==> src/rtl/window_sequencer.sv <==
// window_sequencer: raster-scan control for a 3x3 window built from two line FIFOs
module window_sequencer #(
    parameter int IMG_W      = 256,
    parameter int IMG_H      = 256,
    parameter int LINE_DELAY = IMG_W - 3
) (
    input  logic                     clk,
    input  logic                     rst,
    input  logic                     start,
    input  logic                     pix_valid,
    output logic                     pix_ready,
    output logic                     win_shift,
    output logic [1:0]               fifo_wr_en,
    output logic [1:0]               fifo_rd_en,
    output logic                     win_valid,
    output logic [$clog2(IMG_H)-1:0] ctr_row,
    output logic [$clog2(IMG_W)-1:0] ctr_col,
    output logic                     busy,
    output logic                     frame_done
);
    localparam int RW = $clog2(IMG_H);
    localparam int CW = $clog2(IMG_W);
    localparam int FW = $clog2(LINE_DELAY + 1);
    typedef enum logic [1:0] {IDLE, RUN, DONE} state_t;
    state_t        state;
    logic [RW-1:0] row;
    logic [CW-1:0] col;
    logic [FW-1:0] fill0, fill1;
    logic          accept, last_col, last_row, full0, full1, interior;
    assign accept     = pix_valid & pix_ready;
    assign last_col   = col == CW'(IMG_W - 1);
    assign last_row   = row == RW'(IMG_H - 1);
    assign full0      = fill0 == FW'(LINE_DELAY);
    assign full1      = fill1 == FW'(LINE_DELAY);
    assign interior   = row >= RW'(2) && col >= CW'(2);
    assign win_shift  = accept;
    assign fifo_wr_en = {2{accept}};
    assign fifo_rd_en = {accept & full1, accept & full0};
    // frame FSM with raster counters and registered status outputs
    always_ff @(posedge clk or posedge rst) begin
        if (rst) begin
            state      <= IDLE;
            row        <= '0;
            col        <= '0;
            pix_ready  <= 1'b0;
            busy       <= 1'b0;
            frame_done <= 1'b0;
        end else begin
            case (state)
                IDLE: if (start) begin
                    state     <= RUN;
                    row       <= '0;
                    col       <= '0;
                    pix_ready <= 1'b1;
                    busy      <= 1'b1;
                end
                RUN: if (accept) begin
                    col <= last_col ? '0 : col + CW'(1);
                    row <= last_col ? (last_row ? '0 : row + RW'(1)) : row;
                    if (last_col && last_row) begin
                        state      <= DONE;
                        pix_ready  <= 1'b0;
                        frame_done <= 1'b1;
                    end
                end
                DONE: begin
                    state      <= IDLE;
                    frame_done <= 1'b0;
                    busy       <= 1'b0;
                end
                default: state <= IDLE;
            endcase
        end
    end
    // line FIFO occupancy; survives frame boundaries so it stays aligned with the FIFO pointers
    always_ff @(posedge clk or posedge rst) begin
        if (rst) begin
            fill0 <= '0;
            fill1 <= '0;
        end else begin
            fill0 <= fill0 + FW'(accept & ~full0);
            fill1 <= fill1 + FW'(accept & ~full1);
        end
    end
    // window is valid one cycle after an interior accept, matching the FIFO read latency
    always_ff @(posedge clk or posedge rst) begin
        if (rst) begin
            win_valid <= 1'b0;
            ctr_row   <= '0;
            ctr_col   <= '0;
        end else begin
            win_valid <= accept & interior;
            if (accept & interior) begin
                ctr_row <= row - RW'(1);
                ctr_col <= col - CW'(1);
            end
        end
    end
endmodule

==> config.mk <==
export PLATFORM = sky130hd
export DESIGN_NAME = window_sequencer
export DESIGN_NICKNAME = d
export VERILOG_FILES = /design/src/rtl/window_sequencer.sv
export SDC_FILE = /design/constraint.sdc
export NUM_CORES = 1
export LEC_CHECK = 0
export ABC_AREA = 1
export BUFFER_PORTS_ARGS = -buffer_cell sky130_fd_sc_hd__buf_2
export CAP_MARGIN = 30
export CELL_PAD_IN_SITES_DETAIL_PLACEMENT = 1
export CELL_PAD_IN_SITES_GLOBAL_PLACEMENT = 1
export CORE_MARGIN = 3
export CORE_UTILIZATION = 48
export CTS_CLUSTER_SIZE = 25
export DETAILED_ROUTE_END_ITERATION = 7
export PLACE_DENSITY = 0.81
export SYNTH_ARGS = -nofsm -noshare
export SYNTH_HDL_FRONTEND = slang
export SYNTH_SLANG_ARGS = --single-unit
==> constraint.sdc <==
create_clock -name clk -period 4.8 [get_ports clk]
set_clock_uncertainty 0.05 [all_clocks]
set_input_delay 0.48 -clock clk [delete_from_list [all_inputs] [get_ports clk]]
set_output_delay 0.48 -clock clk [all_outputs]
set_load 0.02 [all_outputs]
==> impl_metrics.toml <==
[outcome]
outcome = "finished clean"

[logic_synthesis]
async_flop_share = 1.00
synthCells = 347
ys_ff_latch = 54
yosysSeqAreaShare = 0.463
yosys_warnings = 0
syn_avg_cell_area_um2 = 8.41
synth_area_leaders = "dfrtp_1 (46%), nand2_1 (14%), nand3_1 (5.1%)"
yosys.area.top_type_share = 0.463
syn-num-nets = 361
syn_area_um2 = 2920
yosysTopAreaCell = "dfrtp_1"
synth_edf_count = 0
ys_types = 31
synth_top_flop_cell = "dfrtp_1"

[die]
ios = 29
die_area_um2 = 7050
initial_core_util = 0.511
die_h_um = 84.0
core_um2 = 5710
placementRows = 27
die_x_um = 84.0

[critical_path]
rr_worst_depth = 9
r2r_setup_slack_ns = 2.89
reg2reg_to = "ctr_col[1]"
end_kind = "primary output"
crit_required_ns = 4.27
timing.rr.start = "row[0]"
crit_type = "reg2out"
critical_path.startpoint_type = "flip-flop"
worstPathMaxFanout = 3
worstPathArrival_ns = 1.49

[power_and_ir_drop]
leakagePower_nw = 1.65
peakVddDrop_v = 0.000195
power_density_nw_per_um2 = 458
finalPower_mw = 1.47

[detailed_routing]
drt_iter0_markers = 80
viasPerCell = 5.16
drt_drc_violations_left = 0
finalWirelength_um = 6440
wl_per_cell_um = 14.3
first_pass_iters = 4
ant_nets = 0
vias = 2318

[cells_and_area]
final_nets = 390
final_layout_size_suffix_gt1_frac = 0.159
fillCellCount = 726
final_common_cell = "nand2_1"
area_delta_synth_final_pct = 9.78
final_cell_mix = "nand2_1 (105), dfrtp_1 (54), inv_1 (32)"
n_antenna_cell = 0

[clock_tree]
cts_num_sinks = 54
cts_max_level = 2
cts_setup_buffers = 0
clock-root-buffer = "clkbuf_8"
clk_latency_ns = 0.31
cts_tree = "built"
cts_resized = 0
max-clock-path-buffers = 2
path_clk_slew_ns = 0.10
cts_hold_buffers = 0
numCtsBuffers = 5

[sta]
hold_violations = 0
tightest_slew_ns = 0.700
post-route-period-util = 0.422
min_period_ns = 2.02
drv_slew = 0
fin_hold_ws_ns = 0.279
setup_viol = 0
fmax_mhz = 494
rsz0062_at_grt = "false"
finalSetupTns_ns = 0
setup_ws_ns = 2.78
max-slew-margin-rel = 0.534

[grt]
grt_usage = 0.199
antenna_found_initial = 0
grt_max_degree = 55
grt_pass1_wl_um = 11500
grt_pass1_vias = 2485
overflow = 0

[placement]
io_buffers = 28
place_worst_setup_slack_ns = 2.84
hpwl_um = 4930
place.gp.congestion = 0.832

[worst_hold_path]
worst_hold_path_type = "in2async"

[job]
max-cap-violations = 0
## registers in the layout, summed over array words and instances, names as in the netlist, 2 cells and up
register,flops
ctr_row,8
col,8
fill0,8
row,8
fill1,8
ctr_col,8
state,2
## Yosys cell counts (all sizes together) (6+ instances only)
cell type    n
nand4        7
nor2        35
a21oi        7
dfrtp       54
o21ai       16
nand3       33
xnor2        6
buf          7
inv         36
xor2        17
nand2      113
ha          10
## worst max path at each step
stage | startpoint | endpoint | depth (start not counted)
detailed placement | pix_valid | fill0[7] | 9
global route | fill0[5] | fifo_rd_en[0] | 5
finish | fill0[1] | fifo_rd_en[0] | 4
global placement | pix_valid | fill0[7] | 9
floorplan | rst | busy | 1
CTS | fill0[5] | fifo_rd_en[0] | 5
## cell type report
class	count	area, um2	share of cell area
multi-input combinational	250	1370	0.428
sequential	54	1350	0.422
timing repair buffer	29	148	0.0461
inverter	36	135	0.0422
tap	72	90.1	0.0281
clock buffer	5	68.8	0.0215
clock inverter	3	40.0	0.0125
## worst max-delay path, stage by stage, from the launching register on
cell and delay, ns:
dfrtp_1 0.41, nor4_1 0.39, nand2_1 0.12, nor2_1 0.10, buf_2 0.17
## cells by family after synthesis
logic type | synth area share
AND/OR/NAND/NOR | 0.316
flip-flops | 0.463
buffers and inverters | 0.0673
AO/OA/AOI/OAI | 0.0416
XOR/XNOR | 0.0690
adder cells (fa/ha/maj) | 0.0429
## routing by layer
metal  GRT usage  share of wire
met1       0.268           0.50
met2       0.332           0.45
met3      0.0365          0.034
met4      0.0497          0.016
met5           0              0
## through the flow
| stage | instances | area (um2) | utilization |
|---|---|---|---|
| 4_1_cts | 449 | 3200 | 0.561 |
| 5_1_grt | 449 | 3200 | 0.561 |
| 3_3_place_gp | 441 | 3090 | 0.542 |
| 3_5_place_dp | 441 | 3090 | 0.542 |
| 2_1_floorplan | 347 | 2920 | - |
| 6_report | 449 | 3200 | 0.561 |
## power breakdown
group / internal (mW) / switching [mW]
clock: 0.154 / 0.154
sequential: 0.584 / 0.117
combinational: 0.160 / 0.299
No activity file was read; power rests on OpenSTA's default activity.
